File: src/rtl/stream_selector.sv
// Packet-aware stream selector: picks one of CHANNELS input streams (fixed select or
// round-robin) and forwards whole packets through a single registered output stage.
module stream_selector #(
    parameter int WIDTH    = 8,
    parameter int CHANNELS = 4,
    localparam int SEL_W   = (CHANNELS > 1) ? $clog2(CHANNELS) : 1
) (
    input  logic                      i_clk,
    input  logic                      i_rst,
    input  logic                      i_mode,
    input  logic [SEL_W-1:0]          i_sel,
    input  logic [CHANNELS-1:0]       i_valid,
    input  logic [CHANNELS*WIDTH-1:0] i_data,
    input  logic [CHANNELS-1:0]       i_last,
    output logic [CHANNELS-1:0]       o_ready,
    output logic                      o_valid,
    output logic [WIDTH-1:0]          o_data,
    output logic                      o_last,
    output logic [SEL_W-1:0]          o_chan,
    input  logic                      i_ready
);

    localparam logic [SEL_W:0]   CH_N    = (SEL_W + 1)'(CHANNELS);
    localparam logic [SEL_W-1:0] PTR_RST = SEL_W'(CHANNELS - 1);

    typedef enum logic {
        ST_IDLE,
        ST_LOCKED
    } state_t;

    state_t             state_q, state_d;
    logic [SEL_W-1:0]   lock_q, lock_d;
    logic [SEL_W-1:0]   ptr_q, ptr_d;
    logic               valid_q, valid_d;
    logic [WIDTH-1:0]   data_q, data_d;
    logic               last_q, last_d;
    logic [SEL_W-1:0]   chan_q, chan_d;

    logic                  load_en;
    logic                  grant;
    logic [SEL_W-1:0]      gnt_ch;
    logic                  sel_valid;
    logic                  sel_last;
    logic [WIDTH-1:0]      sel_data;
    logic                  xfer;

    logic [2*CHANNELS-1:0] req_dbl;
    logic [2*CHANNELS-1:0] req_shift;
    logic [CHANNELS-1:0]   req_rot;
    logic [SEL_W:0]        rr_start;
    logic [SEL_W:0]        rr_off;
    logic [SEL_W:0]        rr_sum;
    logic                  rr_found;
    logic [SEL_W-1:0]      rr_ch;

    assign load_en = ~valid_q | i_ready;

    // Rotate requests so bit 0 is the channel just after ptr; the lowest set bit wins.
    always_comb begin
        req_dbl   = {i_valid, i_valid};
        rr_start  = {1'b0, ptr_q} + (SEL_W + 1)'(1);
        req_shift = req_dbl >> rr_start;
        req_rot   = req_shift[CHANNELS-1:0];
        rr_found  = 1'b0;
        rr_off    = '0;
        for (int k = CHANNELS - 1; k >= 0; k--) begin
            if (req_rot[k]) begin
                rr_found = 1'b1;
                rr_off   = (SEL_W + 1)'(k);
            end
        end
        rr_sum = rr_start + rr_off;
        rr_ch  = (rr_sum >= CH_N) ? SEL_W'(rr_sum - CH_N) : SEL_W'(rr_sum);
    end

    always_comb begin
        grant  = 1'b0;
        gnt_ch = '0;
        if (state_q == ST_LOCKED) begin
            grant  = 1'b1;
            gnt_ch = lock_q;
        end else if (!i_mode) begin
            grant  = ({1'b0, i_sel} < CH_N);
            gnt_ch = i_sel;
        end else begin
            grant  = rr_found;
            gnt_ch = rr_ch;
        end
    end

    always_comb begin
        sel_valid = 1'b0;
        sel_last  = 1'b0;
        sel_data  = '0;
        o_ready   = '0;
        for (int k = 0; k < CHANNELS; k++) begin
            if (gnt_ch == SEL_W'(k)) begin
                sel_valid  = i_valid[k];
                sel_last   = i_last[k];
                sel_data   = i_data[k*WIDTH +: WIDTH];
                o_ready[k] = grant & load_en & ~i_rst;
            end
        end
    end

    assign xfer = grant & sel_valid & load_en;

    always_comb begin
        state_d = state_q;
        lock_d  = lock_q;
        ptr_d   = ptr_q;
        valid_d = valid_q;
        data_d  = data_q;
        last_d  = last_q;
        chan_d  = chan_q;
        if (load_en) begin
            valid_d = xfer;
        end
        if (xfer) begin
            data_d = sel_data;
            last_d = sel_last;
            chan_d = gnt_ch;
            if (sel_last) begin
                state_d = ST_IDLE;
                ptr_d   = gnt_ch;
            end else begin
                state_d = ST_LOCKED;
                lock_d  = gnt_ch;
            end
        end
    end

    always_ff @(posedge i_clk or posedge i_rst) begin
        if (i_rst) begin
            state_q <= ST_IDLE;
            lock_q  <= '0;
            ptr_q   <= PTR_RST;
            valid_q <= 1'b0;
            data_q  <= '0;
            last_q  <= 1'b0;
            chan_q  <= '0;
        end else begin
            state_q <= state_d;
            lock_q  <= lock_d;
            ptr_q   <= ptr_d;
            valid_q <= valid_d;
            data_q  <= data_d;
            last_q  <= last_d;
            chan_q  <= chan_d;
        end
    end

    assign o_valid = valid_q;
    assign o_data  = data_q;
    assign o_last  = last_q;
    assign o_chan  = chan_q;

endmodule

File: config.mk
export PLATFORM = sky130hd
export DESIGN_NAME = stream_selector
export DESIGN_NICKNAME = d
export VERILOG_FILES = /design/src/rtl/stream_selector.sv
export SDC_FILE = /design/constraint.sdc
export NUM_CORES = 1
export LEC_CHECK = 0
export ABC_CLOCK_PERIOD_IN_PS = 4200
export CAP_MARGIN = 20
export CORE_ASPECT_RATIO = 1.75
export CORE_MARGIN = 3
export CORE_UTILIZATION = 40
export DETAILED_ROUTE_END_ITERATION = 10
export DONT_BUFFER_PORTS = 1
export REMOVE_ABC_BUFFERS = 1
export SLEW_MARGIN = 40
export SYNTH_ARGS = -nofsm -noshare
export SYNTH_HDL_FRONTEND = slang
export SYNTH_SLANG_ARGS = --single-unit
File: constraint.sdc
create_clock -name i_clk -period 4.2 [get_ports i_clk]
set_input_delay 0.42 -clock i_clk [delete_from_list [all_inputs] [get_ports i_clk]]
set_output_delay 0.42 -clock i_clk [all_outputs]
set_load 0.01 [all_outputs]
==> results_dict.tcl <==
set metrics [dict create \
    slew_violations 0 \
    htreeDepth 1 \
    synth-main-ff-cell "dfrtp_1" \
    slew_headroom 0.5642 \
    clkPwrFrac 0.112 \
    synth.avg_cell_area_um2 10.41 \
    clock_insertion_delay_worst_skew_ns 0.25 \
    die_w_um 48.43 \
    num-nets-final 171 \
    grt_pass1_vias 1036 \
    whs_ns 0.1411 \
    switchingPower_uw 452.8 \
    min_period_ns 3.259 \
    crit_type "flop to flop" \
    wirelength_um 2972 \
    die_h_um 80.25 \
    grt_first_pass_wirelength_um 4740 \
    hold_class "primary input to asynchronous set/reset pin" \
    core_um2 2960 \
    ctsHoldBuffers 0 \
    cts_resized 0 \
    synthArstFlopShare 1.000 \
    area_delta_synth_final_pct 7.746 \
    tightest_slew_ns 0.6530 \
    drtIter0Drc 16 \
    drive_gt1_frac 0.1951 \
    grt-ovfl-total 0 \
    synth-seq-cells 17 \
    cts_inserted_buffers 3 \
    synthCells 121 \
    rows 26 \
    diodes 0 \
    yosys.area.top_type "dfrtp_1" \
    grt_max_degree 18 \
    setup_viol 0 \
    maxCapViolCount 0 \
    pwr-share-seq 0.325 \
    leakage_nw 0.5637 \
    clock_sinks 17 \
    hold_viol 0 \
    clkTransAtPathRegs_ns 0.07 \
    drtAntennaViolNets 0 \
    synth_warnings 0 \
    dieArea_um2 3886 \
    fin_area_um2 1358 \
    vias_per_cell 5.897 \
    dp.final_hpwl_um 2433 \
    final.setup_skew_ns 0.002512 \
    rsz0062_at_grt "false" \
    clock_path_buffers 2 \
    arrival_ns 3.40 \
    postLayoutCoreUtil 0.4586 \
    first_pass_iters 4 \
    worst_setup_path_end_kind "flop" \
    gp_congestion 0.8369 \
    drc_errors 0 \
    seq_area_frac_synth 0.3396 \
    post_cts_buffers 0 \
    fillers 284 \
    fmax_ghz 0.3069 \
    pre_cts_ws_ns 0.9557 \
    initial_core_util 0.4256 \
    power_density_nw_per_um2 800.3 \
    ir_drop_mv 0.3974 \
    fin_crit_sh 0.7759 \
    drt-wirelength-per-cell_um 18.01 \
    comb_power_share 0.562 \
    internal_power_uw 633.7 \
    r2r_cells 13 \
    grt_use_total 0.1609 \
    cp-start-kind "flop" \
    cts_root_buffer "clkbuf_8" \
    status "finished clean" \
    vias 973 \
    pin_count 62 \
    synth_area_leaders "dfrtp_1 (30%), mux4_2 (14%), mux2_1 (8.9%), dfstp_2 (4.2%), nor2_1 (4.2%)" \
    dpl_cell_area_um2 1311 \
    setup_tns_ns 0 \
    timing.final.ws_setup_ns 0.9412 \
    cp_data_required_time_ns 4.34 \
    switching_share 0.4168 \
    antenna_found_initial 0 \
    port_buffers 0 \
    netlist_area_um2 1260 \
    yosysTopAreaCellShare 0.2979 \
    cts_tree "built" \
    synth_edf_count 0 \
    yosysUniqueCellTypes 44 \
    cp_max_fo 15 \
]
[cell usage after synthesis, types with 2 or more instances]
| library cell | number |
|---|---|
| nand2b_1 | 4 |
| o21ai_0 | 3 |
| mux2i_1 | 5 |
| nand2_1 | 8 |
| nor2_1 | 14 |
| dfrtp_1 | 15 |
| mux2_1 | 10 |
| dfstp_2 | 2 |
| mux4_2 | 8 |
| o32ai_1 | 3 |
| buf_2 | 3 |
| and3_1 | 2 |
| a21oi_1 | 4 |
| nand3_1 | 2 |
| o21ai_1 | 2 |
| inv_1 | 6 |
| nor2b_1 | 3 |
[cell usage in the layout (no fill, tap or decap), drive strengths merged, types with 4 or more instances in the layout]
cell    Yosys  layout
mux2       11      11
nor2       14      14
nand2b      4       4
mux4        8       8
o21ai       5       5
dfrtp      15      15
buf         5       4
nand2       8       8
inv         6       6
a21oi       5       5
mux2i       5       5
[cell type report]
class	count	area, um^2	area share
multi-input combinational	92	778.2	0.5733
inverter	6	22.52	0.01659
clock buffer	3	41.29	0.03041
timing repair buffer	4	30.03	0.02212
tap	42	52.55	0.03871
clock inverter	1	5.005	0.003687
sequential	17	427.9	0.3152
[power by group through the flow]
stage	combinational (mW)	sequential [mW]	clock [mW]
6_report	0.611	0.354	0.122
2_1_floorplan	0.482	0.335	0
5_1_grt	0.682	0.365	0.132
3_3_place_gp	0.600	0.357	0
3_5_place_dp	0.616	0.358	0
4_1_cts	0.619	0.356	0.126
[cell families (layout without fill, tap and decap cells)]
kind of cell | count (synthesis) | count (layout) | synth area share
simple gates | 42 | 42 | 0.1688
compound gates | 24 | 24 | 0.1460
mux | 24 | 24 | 0.2810
flops | 17 | 17 | 0.3396
buf+inv | 12 | 14 | 0.04766
fa+ha+maj | 1 | 1 | 0.009929
xor+xnor | 1 | 1 | 0.006953
[worst paths after layout]
path	start	end	slack, ns
max	ptr_q[1]	o_data[6]	0.94
min	i_rst	lock_q[1]	0.14
max reg2reg	ptr_q[1]	o_data[6]	0.94
min reg2reg	ptr_q[1]	ptr_q[1]	0.54
max in group asynchronous	i_rst	lock_q[0]	3.64
min in group i_clk	i_last[3]	lock_q[0]	0.37
[per-stage QoR]
stage	std cells	total power [mW]
finish	165	1.086
floorplan	115	0.8171
global route	165	1.179
CTS	165	1.102
detailed placement	161	0.9746
global placement	161	0.9576
[worst max-delay path, stage by stage (launching register included)]
cell	delay, ns
dfstp_2	0.61
nand2_1	0.07
a21oi_1	0.14
o2bb2ai_1	0.07
o21ai_0	0.16
ha_1	0.25
nand2b_1	0.15
a31oi_2	0.24
buf_4	0.29
mux2i_1	0.31
a21oi_1	0.06
o21bai_1	0.25
buf_4	0.21
mux2_1	0.33
[flip-flops by register name, summed over array words and instances (netlist names)]
register and cells:
lock_q 2, o_last 1, ptr_q 2, o_valid 1, state_q 1, o_chan 2, o_data 8
[metal layers]
metal | vias to the layer above | part of all wire | GRT usage
met5 | - | 0 | 0
met4 | 0 | 0.025 | 0.07977
met3 | 7 | 0.076 | 0.03154
met2 | 44 | 0.54 | 0.2997
met1 | 466 | 0.36 | 0.1706
li1 | 456 | - | -
Note: power is estimated with default switching activity, not from simulation.
==> RTL edit 1, RTL diff (same settings) <==
`WIDTH`: 8 -> 10.
--- a/src/rtl/stream_selector.sv
+++ b/src/rtl/stream_selector.sv
@@ -1,7 +1,7 @@
 // Packet-aware stream selector: picks one of CHANNELS input streams (fixed select or
 // round-robin) and forwards whole packets through a single registered output stage.
 module stream_selector #(
-    parameter int WIDTH    = 8,
+    parameter int WIDTH    = 10,
     parameter int CHANNELS = 4,
     localparam int SEL_W   = (CHANNELS > 1) ? $clog2(CHANNELS) : 1
 ) (
Ports: changed (resized i_data and o_data); port bits go from 62 to 72. The function was not compared with the original's and may differ.
==> RTL edit 1 against the original RTL <==
Design area grew 7.8%; worst hold slack gained 0.023 ns; first-iteration DRC count up 110%; largest cell class unchanged; sequential cell count increased by 2; sequential share of layout area grew 1.1 points; worst setup slack got worse by 0.17 ns; sequential power grew 9.3%; area after synthesis rose by 12%; power rose by 5.6%; wire length is 5.0% higher.
==> RTL edit 1: results (changes against the original RTL) <==
[global_routing]
grt_pass1_vias=1177  ; +14%
grt_max_degree=20  ; +2
grt_pass1_wl_um=5250  ; +11%
met2_usage_pct=28.2  ; -1.8 points

[timing]
tightestPinTransition_ns=0.700  ; +0.0471 ns
skew_ns=0.00123  ; -0.00128 ns

[worst_setup_path]
worstSetupStartpoint=ptr_q[0]

[power]
power.leakage_uw=0.000595  ; +5.6%
power.total_uw=1150  ; +5.6%
ir_drop_mv=0.454  ; +14%

[routing]
wire_per_inst_um=18.3  ; +1.3%
dr.first_iter.drc_count=33  ; +17
routed_via_density=6.16  ; +4.5%

[final_layout]
drive_above_1_share_pct=28.9  ; +9.4 points
nets=184  ; +7.6%
largest_reg_flops=10  ; +2

[logic_synthesis]
synth_mux_area_share_pct=29.2  ; +1.1 points
synthTopCellsByArea=dfrtp_1 (30%), mux4_2 (16%), mux2_2 (9.6%), nor2_1 (4.0%), dfstp_2 (3.7%)
synth_xor_area_share_pct=0.622  ; -0.073 points
synth_compound_area_share_pct=12.2  ; -2.4 points
syn_inst=130  ; +7.4%
ys_seq_area_share_pct=34.0  ; about the same
ys_types=45  ; +2.3%

[place]
place_inst=167  ; +3.7%
preCtsSetupSlack_ns=0.879  ; -0.0769 ns
hpwl_um=2630  ; +8.2%

[run_status]
status=finished, final reports clean

## RTL edit 1: cell count changes after synthesis, sizes merged, moves of 2 or more
cell / unedited run / this run
mux2: 11 / 13
dfrtp: 15 / 17
nand3: 2 / 4
nand2: 8 / 6
mux4: 8 / 10
a21oi: 5 / 3
## RTL edit 1: cells by family after synthesis
| kind of cell | after synthesis |
|---|---|
| compound gates | 22 |
| xor+xnor | 1 |
| simple gates | 46 |
| fa+ha+maj | 1 |
| flops | 19 |
| mux | 27 |
| buf+inv | 14 |
## RTL edit 1: final timing paths
| path | to | slack, ns |
|---|---|---|
| worst max-delay path | o_ready[3] | 0.78 |
| max in group asynchronous | lock_q[0] | 3.60 |
| min in group i_clk | lock_q[0] | 0.36 |
| worst max register to register | ptr_q[0] | 0.84 |
| worst min register to register | lock_q[1] | 0.53 |
| worst min-delay path | o_data[9] | 0.16 |
## RTL edit 1: per-layer routing
metal	wire, um	part of all wire, %
met5	0	0
met3	263	8.4
met4	41	1.3
met2	1770	57
met1	1050	34
## RTL edit 1: worst max-delay path: cells and delay by family, from the launching register on
kind / cells / cell delay (ns)
AOI/OAI and AO/OA: 3 / 0.56
adders and majority gates: 1 / 0.20
DFF: 1 / 0.60
xor gates and xnor gates: 1 / 0.18
and+or+nand+nor: 4 / 0.91
muxes: 1 / 0.30
## RTL edit 1: final cells by class
type	count	area [um2]
multi-input combinational	97	852
clock buffer	3	41.3
sequential	19	478
timing repair buffer	1	7.51
inverter	7	26.3
tap	43	53.8
fill	319	1810
clock inverter	1	5.00
## RTL edit 1: where the power goes
part | total, uW | internal (uW) | switching, uW
logic | 636 | 333 | 302
registers | 387 | 282 | 104
clock network | 125 | 65.8 | 58.8
==> RTL edit 2, RTL diff (same settings) <==
Without the edit above. `data_q` no longer has a reset.
--- a/src/rtl/stream_selector.sv
+++ b/src/rtl/stream_selector.sv
@@ -136,7 +136,6 @@
             lock_q  <= '0;
             ptr_q   <= PTR_RST;
             valid_q <= 1'b0;
-            data_q  <= '0;
             last_q  <= 1'b0;
             chan_q  <= '0;
         end else begin
@@ -144,10 +143,13 @@
             lock_q  <= lock_d;
             ptr_q   <= ptr_d;
             valid_q <= valid_d;
-            data_q  <= data_d;
             last_q  <= last_d;
             chan_q  <= chan_d;
         end
+    end
+
+    always_ff @(posedge i_clk) begin
+        data_q <= data_d;
     end
 
     assign o_valid = valid_q;
Function: changed (a bounded check fails within 4 cycles, from zero or initial values and one cycle with i_rst high).
==> RTL edit 2 against the original RTL <==
Core utilization down 1.2 points; area after synthesis down 9.1%; design area down 11%; wire length down 21%; critical path depth down 1; power down 5.9%; worst setup slack worse by 0.0024 ns; die area down 8.3%; sequential cell count unchanged; highest routed layer unchanged.
==> RTL edit 2: results (changes against the original RTL) <==
[run_status]
status=finished, final reports clean

[global_routing]
grt_pass1_vias=810  ; -22%
grt_max_degree=14  ; -4
grt_usage_pct=14.5  ; -1.6 points
grt_pass1_wl_um=3790  ; -20%
grt_antenna_before_repair=0  ; unchanged

[logic_synthesis]
synth_common_cells=nand2_1 (10), mux4_2 (9), edfxtp_1 (8), inv_1 (8), nor2_1 (8)
synthTopCellsByArea=edfxtp_1 (21%), mux4_2 (18%), dfrtp_1 (15%), dfstp_2 (4.6%), mux2i_1 (3.5%)
synth_flop_cell=edfxtp_1
synth_edf_count=8  ; +8
ys_seq_area_share_pct=40.9  ; +6.9 points
ys_types=38  ; -14%
async_reset_ff_share_pct=52.9  ; -47 points
yosys_warnings=0  ; unchanged

[clock_tree]
cts_root_buffer=clkbuf_8
insertion_delay_ns=0.25  ; about the same
cts_setup_buffers=0  ; unchanged
cts_resized=0  ; unchanged
clock_tree.buffer_depth=2  ; unchanged
cts-htree-levels=1  ; unchanged
path_clk_slew_ns=0.07  ; about the same
cts_buffers=3  ; unchanged

[timing]
skew_ns=0.00209  ; -0.000420 ns
max-slew-margin-rel_pct=69.0  ; +13 points

[place]
hpwl_um=1940  ; -20%
portBuffers=0  ; unchanged
place_congestion=0.767  ; -8.4%

[final_layout]
nets=148  ; -13%
diodes=0  ; unchanged
drive_above_1_share_pct=28.0  ; +8.5 points
largest_reg_flops=8  ; unchanged

[worst_setup_path]
arrival_ns=3.39  ; about the same
cp_max_fo=9  ; -6
worstSetupStartpoint=ptr_q[1]

[worst_hold_path]
hold_class=in2async

[power]
power.leakage_uw=0.000482  ; -14%
ir_drop_mv=0.313  ; -21%

[routing]
dr.pass1.iters=3  ; -1
dr.first_iter.drc_count=15  ; -1
wire_per_inst_um=18.5  ; +2.9%
routed_via_density=6.05  ; +2.5%

RTL edit 2: worst max-delay path, stage by stage, from the launching register on:
cell	delay, ns
dfstp_2	0.61
nand2_1	0.07
a21oi_1	0.15
o2bb2ai_1	0.08
o21ai_0	0.16
ha_1	0.26
inv_1	0.05
mux2i_1	0.07
o21ai_2	0.39
buf_4	0.29
mux4_2	0.59
nor2_2	0.11
mux2_1	0.32
RTL edit 2: layout make-up:
cell class | instances | area (um2)
Clock buffer | 3 | 41.3
Clock inverter | 1 | 5.00
Multi-Input combinational cell | 69 | 622
Timing Repair Buffer | 2 | 15.0
Tap cell | 27 | 33.8
Fill cell | 245 | 1510
Sequential cell | 17 | 468
Inverter | 8 | 30.0
RTL edit 2: power by group:
part	switching, uW	internal (uW)
sequential	88.0	299
clock	54.2	65.7
combinational	264	251
RTL edit 2: worst paths after layout:
kind / endpoint / slack, ns / cells past startpoint
hold / removal: o_valid / 0.04 / 1
setup reg to reg: lock_q[0] / 0.94 / 12
hold reg to reg: lock_q[0] / 0.51 / 1
max in group asynchronous: ptr_q[1] / 3.84 / 1
setup / recovery: lock_q[0] / 0.94 / 12
min in group i_clk: o_valid / 0.35 / 2
RTL edit 2: logic make-up after synthesis:
group	share of synthesized area [%]
compound gates	11.8
xor+xnor	0.765
fa+ha+maj	1.09
buf+inv	4.81
flops	40.9
mux	25.7
simple gates	15.0
RTL edit 2: metal layers:
metal / GRT usage, % / share of wire [%] / vias up
met5: 0 / 0 / -
met4: 6.84 / 1.1 / 0
met3: 1.64 / 9.1 / 2
met2: 25.8 / 55 / 40
met1: 15.5 / 34 / 362
li1: - / - / 364
RTL edit 2: metrics by stage:
step	area [um2]	setup slack, ns	power [uW]	std cells
2_1_floorplan	1120	0.995	805	94
3_3_place_gp	1170	1.02	906	123
3_5_place_dp	1170	0.901	914	123
4_1_cts	1210	0.899	1040	127
5_1_grt	1210	0.569	1120	127
6_report	1210	0.939	1020	127
